File: src/rtl/gate_tester.sv
// Exhaustive 2-input gate tester: drives the four {a,b} vectors, samples F after
// SETTLE cycles and reports mismatches. Optional macro: GATE_TESTER_STOP_ON_FAIL_EN.
module gate_tester #(
  parameter logic [3:0]  TRUTH  = 4'b1000,
  parameter int unsigned SETTLE = 2
) (
  input  logic       clk,
  input  logic       rst_n,
  input  logic       start,
  output logic       a_out,
  output logic       b_out,
  input  logic       f_in,
  output logic       busy,
  output logic       done,
  output logic       pass,
  output logic [2:0] err_count,
  output logic [3:0] fail_vec
);

  localparam int unsigned CNT_W = 4;
  localparam int unsigned IDX_W = 2;
  localparam int unsigned ERR_W = 3;
  localparam int unsigned VEC_N = 4;

  typedef enum logic [1:0] {
    IDLE   = 2'd0,
    DRIVE  = 2'd1,
    SAMPLE = 2'd2,
    DONE   = 2'd3
  } state_e;

  state_e             state_q, state_d;
  logic [IDX_W-1:0]   idx_q, idx_d;
  logic [CNT_W-1:0]   cnt_q, cnt_d;
  logic               a_q, a_d;
  logic               b_q, b_d;
  logic               busy_q, busy_d;
  logic               done_q, done_d;
  logic               pass_q, pass_d;
  logic [ERR_W-1:0]   err_q, err_d;
  logic [VEC_N-1:0]   fail_q, fail_d;
  logic               mismatch_c;
  logic               stop_c;

  assign mismatch_c = (f_in != TRUTH[idx_q]);

`ifdef GATE_TESTER_STOP_ON_FAIL_EN
  assign stop_c = mismatch_c;
`else
  assign stop_c = 1'b0;
`endif

  // State register and all registered outputs
  always_ff @(posedge clk or negedge rst_n) begin
    if (!rst_n) begin
      state_q <= IDLE;
      idx_q   <= '0;
      cnt_q   <= '0;
      a_q     <= 1'b0;
      b_q     <= 1'b0;
      busy_q  <= 1'b0;
      done_q  <= 1'b0;
      pass_q  <= 1'b0;
      err_q   <= '0;
      fail_q  <= '0;
    end else begin
      state_q <= state_d;
      idx_q   <= idx_d;
      cnt_q   <= cnt_d;
      a_q     <= a_d;
      b_q     <= b_d;
      busy_q  <= busy_d;
      done_q  <= done_d;
      pass_q  <= pass_d;
      err_q   <= err_d;
      fail_q  <= fail_d;
    end
  end

  // Next-state and output logic
  always_comb begin
    state_d = state_q;
    idx_d   = idx_q;
    cnt_d   = cnt_q;
    a_d     = a_q;
    b_d     = b_q;
    pass_d  = pass_q;
    err_d   = err_q;
    fail_d  = fail_q;

    case (state_q)
      IDLE: begin
        a_d = 1'b0;
        b_d = 1'b0;
        if (start) begin
          state_d = DRIVE;
          idx_d   = '0;
          cnt_d   = '0;
          err_d   = '0;
          fail_d  = '0;
          pass_d  = 1'b0;
        end
      end
      DRIVE: begin
        if (cnt_q == CNT_W'(SETTLE - 1)) begin
          state_d = SAMPLE;
        end else begin
          cnt_d = cnt_q + CNT_W'(1);
        end
      end
      SAMPLE: begin
        if (mismatch_c) begin
          err_d         = err_q + ERR_W'(1);
          fail_d[idx_q] = 1'b1;
        end
        if ((idx_q == IDX_W'(VEC_N - 1)) || stop_c) begin
          state_d = DONE;
          a_d     = 1'b0;
          b_d     = 1'b0;
          pass_d  = (err_d == '0);
        end else begin
          state_d    = DRIVE;
          idx_d      = idx_q + IDX_W'(1);
          cnt_d      = '0;
          {a_d, b_d} = idx_q + IDX_W'(1);
        end
      end
      DONE: begin
        state_d = IDLE;
        a_d     = 1'b0;
        b_d     = 1'b0;
      end
      default: begin
        state_d = IDLE;
      end
    endcase

    busy_d = (state_d == DRIVE) || (state_d == SAMPLE);
    done_d = (state_d == DONE);
  end

  assign a_out     = a_q;
  assign b_out     = b_q;
  assign busy      = busy_q;
  assign done      = done_q;
  assign pass      = pass_q;
  assign err_count = err_q;
  assign fail_vec  = fail_q;

endmodule

File: config.mk
export PLATFORM = sky130hd
export DESIGN_NAME = gate_tester
export DESIGN_NICKNAME = d
export VERILOG_FILES = /design/src/rtl/gate_tester.sv
export SDC_FILE = /design/constraint.sdc
export NUM_CORES = 1
export LEC_CHECK = 0
export ABC_AREA = 1
export CAP_MARGIN = 20
export CORE_AREA = 2 2 99 53
export DETAILED_ROUTE_END_ITERATION = 8
export DIE_AREA = 0 0 101 55
export GPL_TIMING_DRIVEN = 0
export PLACE_DENSITY = 0.42
export SYNTH_ARGS = -nofsm -noshare
export SYNTH_HDL_FRONTEND = slang
export SYNTH_SLANG_ARGS = --single-unit
File: constraint.sdc
create_clock -name clk -period 4.6 [get_ports clk]
set_input_delay 1.15 -clock clk [delete_from_list [all_inputs] [get_ports clk]]
set_output_delay 1.15 -clock clk [all_outputs]
set_load 0.02 [all_outputs]
==> qor.yml, run 1 <==
place:
  place_congestion: 0.753
  dp.cells: 212
  dp_slack_ns: 2.00
  numPortBuffers: 15
  dp_hpwl_um: 1890
cts:
  cts_tree: "done"
  post_cts_resized: 0
  htreeDepth: 1
  clk_pin_slew_ns: 0.07
  cts_sinks: 20
  cts_buffers: 3
  ctsLongestPathBuffers: 2
  holdBufCountCts: 0
  post-cts-setup-buffer-count: 0
  worst_skew_pair.late_latency_ns: 0.26
  cts_root_buffer: "clkbuf_8"
grt:
  grt_max_degree: 21
  grt-busiest-layer: "met1"
  grt.total_usage_pct: 9.87
  grt_util_met3_pct: 3.77
  gr-usage-met2_pct: 13.2
  antenna_found_initial: 0
  use_met1_pct: 14.7
  grt_pass1_wl_um: 4000
  grt_pass1_vias: 801
  overflow: 0
setup_path:
  crit_arrival_ns: 1.30
  crit_required_ns: 3.45
  cp-end-kind: "primary output"
  slowest_delay_ns: 0.63
  crit_chain: "clkdlybuf4s50_1"
  crit_type: "reg2out"
  startpoint_type: "register"
  crit_slowest_cell: "clkdlybuf4s50_1"
  cp.buffers_inverters: 1
  worstPathMaxFanout: 4
  critPathTopFamily: "buffers and inverters"
worst_hold_path:
  hold_class: "reg2reg"
floorplanning:
  num_rows: 18
  core_mm2: 0.00473
  die_w_um: 101
  die-height_um: 55
  die_area_mm2: 0.00556
  io_pins: 16
  start_util_pct: 24.3
sta:
  relSlewSlack_pct: 73.7
  finalHoldViolations: 0
  fin_crit_ns: 2.45
  rsz0062_at_grt: "false"
  max_freq_mhz: 408
  setup_tns_ns: 0
  finalSetupViolations: 0
  slew_viol_final: 0
  setup_ws_ns: 2.15
  fin_skew_ns: 0.00459
  fin_crit_sh_pct: 53.3
  worst_pin_slew_ns: 0.393
synthesis:
  synth_top_area_share_pct: 43.5
  synthTopCellsByCount: "nand2_1 (37), inv_1 (21), dfrtp_1 (20)"
  syn-num-nets: 154
  synth_edf_count: 0
  syn_area_mm2: 0.00115
  synthDistinctLibCells: 21
  synth_seq_cells: 20
  yosysSeqAreaShare_pct: 43.5
  synthFlopType: "dfrtp_1"
  synthArstFlopShare_pct: 100
  ys_warn_count: 0
  synth_most_common_cell: "nand2_1"
  avgSynthCellArea_um2: 8.40
  yosysTopAreaCell: "dfrtp_1"
  postSynthCellCount: 137
  synth_area_leaders: "dfrtp_1 (43%), ha_1 (14%), nand2_1 (12%)"
layout:
  antennaDiodeCount: 0
  multi_input_area_um2: 568
  seqCellArea_um2: 500
  fin_cells: 216
  area_delta_synth_final_pct: 24.5
  fillers: 496
  nets: 175
  drive_gt1_share_pct: 8.97
routing:
  drc: 0
  vias: 858
  firstDrtPassIters: 4
  avgViaCountPerCell: 3.97
  drt.antenna.violating_nets: 0
  routed_wl_um: 2430
  wl_per_cell_um: 11.2
  drtIter0Drc: 31
power_and_ir_drop:
  vdd_ir_drop_max_mv: 0.190
  p_leak_nw: 0.728
  powerDensity_mw_per_mm2: 541
job:
  drv_cap: 0
run_status:
  outcome: "finished, final reports clean"
## cell families after synthesis
| logic type | count (synthesis) | share of synthesized area, % |
|---|---|---|
| and+or+nand+nor | 61 | 23.9 |
| buffers and inverters | 22 | 7.17 |
| DFF | 20 | 43.5 |
| AOI/OAI and AO/OA | 19 | 9.78 |
| adders and majority gates | 13 | 14.1 |
| xor gates and xnor gates | 2 | 1.52 |
## tightest hold or removal path, cell delays in order (launching register included)
cell and delay, ns:
dfrtp_1 0.35, nand2_1 0.05, nand2_1 0.06
## path summary, 6_finish.rpt
path | startpoint | end | slack [ns] | depth (start not counted)
worst max-delay path | err_count[0]$_DFFE_PN0P_ | err_count[0] | 2.15 | 1
worst min-delay path | a_out$_DFFE_PN0P_ | a_out$_DFFE_PN0P_ | 0.49 | 2
worst max register to register | state_q[0]$_DFF_PN0_ | busy$_DFF_PN0_ | 2.80 | 7
worst min register to register | a_out$_DFFE_PN0P_ | a_out$_DFFE_PN0P_ | 0.49 | 2
max in group asynchronous | rst_n | fail_vec[0]$_DFFE_PN0P_ | 2.99 | 2
min in group asynchronous | rst_n | cnt_q[0]$_DFFE_PN0P_ | 1.18 | 1
## layout make-up
type	instances	area share [%]
Clock buffer	3	2.88
Multi-Input combinational cell	95	39.7
Sequential cell	20	34.9
Timing Repair Buffer	16	11.5
Tap cell	60	5.24
Inverter	22	5.76
## registers in the layout, indices dropped and copies added (netlist names)
register,count
b_out,1
cnt_q,4
state_q,2
idx_q,2
pass,1
done,1
err_count,3
fail_vec,4
busy,1
a_out,1
## through the flow
stage          util [%]  hold slack, ns  area [µm²]  total power [W]
2_1_floorplan         -           0.489        1150         0.000533
5_1_grt            30.3           0.539        1430         0.000845
3_5_place_dp       29.1           0.490        1380         0.000663
4_1_cts            30.0           0.508        1420         0.000785
3_3_place_gp       29.1           0.477        1380         0.000659
6_report           30.3           0.494        1430         0.000775
## power breakdown
group | switching (W) | internal [W] | total [W] | leakage, nW
sequential | 0.0000388 | 0.000226 | 0.000265 | 0.269
clock | 0.0000567 | 0.0000583 | 0.000115 | 0.0216
combinational | 0.000246 | 0.000149 | 0.000395 | 0.437
## per-layer routing
| metal | routed length, µm | share of wire, % |
|---|---|---|
| met4 | 13 | 0.54 |
| met3 | 116 | 4.8 |
| met2 | 818 | 34 |
| met5 | 0 | 0 |
| met1 | 1480 | 61 |
## cell usage in the layout (no fill, tap or decap), drive strengths merged
cell type      Yosys  final
o21ai              8      8
nor2              12     12
o22ai              3      3
a21oi              5      5
a22oi              1      1
dfrtp             20     20
clkdlybuf4s50      0     15
buf                0      1
a31oi              1      1
nand3              8      8
inv               22     22
o21bai             1      1
clkbuf             0      3
nand3b             1      1
ha                13     13
nand2             40     40
xor2               2      2
(Power assumes the default switching activity.)
==> inputs of run 2 (changes only) <==
==> constraint.sdc (replaced) <==
create_clock -name clk -period 2.45 [get_ports clk]
set_input_delay 0.6125 -clock clk [delete_from_list [all_inputs] [get_ports clk]]
set_output_delay 0.6125 -clock clk [all_outputs]
set_load 0.02 [all_outputs]
==> results of run 2 <==
The final DEF is identical to that of run 1. Status: finished, final reports clean.
Among the figures that moved: setup slack after placement 2.00 ns -> 0.389 ns; setup slack after layout 2.15 ns -> 0.535 ns; register-to-register setup slack 2.80 ns -> 0.65 ns; total power 0.000775 W -> 0.00145 W; worst IR drop on VDD 0.190 mV -> 0.356 mV
==> inputs of run 3 (changes only) <==
--- a/config.mk
+++ b/config.mk
@@ -11,7 +11,7 @@
 export DETAILED_ROUTE_END_ITERATION = 8
 export DIE_AREA = 0 0 101 55
 export GPL_TIMING_DRIVEN = 0
-export PLACE_DENSITY = 0.42
+export PLACE_DENSITY = 0.44
 export SYNTH_ARGS = -nofsm -noshare
 export SYNTH_HDL_FRONTEND = slang
 export SYNTH_SLANG_ARGS = --single-unit
==> constraint.sdc (replaced) <==
create_clock -name clk -period 1.7 [get_ports clk]
set_input_delay 0.425 -clock clk [delete_from_list [all_inputs] [get_ports clk]]
set_output_delay 0.425 -clock clk [all_outputs]
set_load 0.02 [all_outputs]
==> qor.yml, run 3 (synthesis gave the netlist of run 1 again) <==
layout:
  postLayoutCellArea_mm2: 0.00146  # +1.9%
  layout_commonest_cell: "nand2_1"
  most-common-layout-cells: "nand2_1 (36), inv_1 (20), dfrtp_1 (20)"
  antennaDiodeCount: 0  # unchanged
  area_delta_synth_final_pct: 26.8
  fillers: 502  # +1.2%
  fin_util_pct: 30.9  # +0.58 points
  drive_gt1_share_pct: 13.4  # +4.4 points
  nets: 176  # +0.57%
sta:
  setup_ws_ns: 0.0623
  worst_pin_slew_ns: 0.953  # +0.559 ns
  fin_crit_sh_pct: 96.3
  max_freq_mhz: 611
  finalHoldViolations: 0  # unchanged
  fin_crit_ns: 1.64
  timing.hold.ws_ns: 0.479  # -0.0144 ns
  setup_tns_ns: 0  # unchanged
  rsz0062_at_grt: "true"
  slew_viol_final: 0  # unchanged
  fin_skew_ns: 0.00546  # +0.000864 ns
  relSlewSlack_pct: 36.3  # -37 points
  finalSetupViolations: 0  # unchanged
setup_path:
  crit_required_ns: 1.27
  cp-end-kind: "primary output"
  worstPathMaxFanout: 2  # -2
  critPathTopFamily: "buffers and inverters"
  slowest_delay_ns: 0.60  # -0.03 ns
  crit_type: "reg2out"
  crit_slowest_cell: "clkdlybuf4s50_1"
  cp.buffers_inverters: 1  # unchanged
  startpoint_type: "register"
  crit_chain: "clkdlybuf4s50_1"
  crit_arrival_ns: 1.21  # -0.09 ns
floorplanning:
  io_pins: 16  # unchanged
  core_mm2: 0.00473  # unchanged
  num_rows: 18  # unchanged
  die-height_um: 55  # unchanged
  start_util_pct: 24.3  # unchanged
  die_area_mm2: 0.00556  # unchanged
  die_w_um: 101  # unchanged
grt:
  grt.total_usage_pct: 10.2  # +0.37 points
  antenna_found_initial: 0  # unchanged
  overflow: 0  # unchanged
  grt_max_degree: 21  # unchanged
  grt_pass1_vias: 828  # +3.4%
  grt_pass1_wl_um: 4240  # +6.0%
cts:
  holdBufCountCts: 0  # unchanged
  cts_root_buffer: "clkbuf_8"
  worst_skew_pair.late_latency_ns: 0.26  # about the same
  cts_buffers: 3  # unchanged
  cts_sinks: 20  # unchanged
  clk_pin_slew_ns: 0.07  # about the same
  ctsLongestPathBuffers: 2  # unchanged
  cts_tree: "done"
  htreeDepth: 1  # unchanged
power_and_ir_drop:
  powerDensity_mw_per_mm2: 1520
  p_leak_nw: 0.767  # +5.4%
  vdd_ir_drop_max_mv: 0.518
routing:
  firstDrtPassIters: 4  # unchanged
  vias: 906  # +5.6%
  drc: 0  # unchanged
  drtIter0Drc: 38  # +23%
  drt.antenna.violating_nets: 0  # unchanged
  wl_per_cell_um: 11.7  # +4.2%
  avgViaCountPerCell: 4.18  # +5.1%
  routed_wl_um: 2540  # +4.7%
place:
  dp_hpwl_um: 1970  # +4.1%
  dp_slack_ns: -0.208
  numPortBuffers: 15  # unchanged
  place_area_mm2: 0.00138  # unchanged
  place_congestion: 0.733  # -2.8%
worst_hold_path:
  hold_class: "reg2reg"
run_status:
  outcome: "finished, final reports clean"
job:
  drv_cap: 0  # unchanged
[run 3: changes by cell type in the layout (fill, tap and decap cells not counted), sizes merged]
cell           delta
clkdlybuf4s50     -4
dlygate4sd2       +2
dlymetal6s2s      +2
buf               +1
[run 3: timing repair]
item | CTS | global route
buffers inserted | 2 | 0
gates resized for setup | 6 | 6
pin swaps | 0 | 1
endpoints found under the hold margin | 0 | 0
endpoints found under the setup margin | 4 | 8
[run 3: worst paths after layout]
kind                                           start                       to  slack, ns  cells past startpoint
worst max register to register  state_q[0]$_DFF_PN0_           busy$_DFF_PN0_       0.07                      7
worst min-delay path               a_out$_DFFE_PN0P_        a_out$_DFFE_PN0P_       0.48                      2
min in group asynchronous                      rst_n           busy$_DFF_PN0_       0.69                      1
max in group asynchronous                      rst_n  fail_vec[2]$_DFFE_PN0P_       0.42                      1
worst max-delay path                pass$_DFFE_PN0P_                     pass       0.06                      1
worst min register to register     a_out$_DFFE_PN0P_        a_out$_DFFE_PN0P_       0.48                      2
[run 3: metrics by stage]
stage | total power (W) | cells
after detailed placement | 0.00182 | 212
final | 0.00222 | 217
after CTS | 0.00222 | 217
after global placement | 0.00179 | 212
after floorplan | 0.00144 | 137
after global routing | 0.00242 | 217
[run 3: layout make-up]
cell class              instances  area, µm²  share of cell area, %
inverters                      22       85.1                   5.83
flip-flops and latches         20        500                   34.3
multi-input cells              95        591                   40.4
well taps                      60       75.1                   5.14
clock buffers                   3       41.3                   2.83
repair buffers                 17        168                   11.5
[run 3: layer usage]
layer  vias up  global-route usage [%]  share of wire, %
met5         -                       0                 0
met3         2                    3.52               4.7
met1       414                    16.2                60
met4         0                   0.676              0.16
li1        473                       -                 -
met2        17                    13.4                35
[run 3: where the power goes]
group / total, W / switching [W] / internal, W / leakage (nW)
sequential: 0.000709 / 0.0000970 / 0.000612 / 0.269
combinational: 0.00120 / 0.000732 / 0.000470 / 0.477
clock: 0.000308 / 0.000151 / 0.000158 / 0.0216
total: 0.00222 / 0.000979 / 0.00124 / 0.767
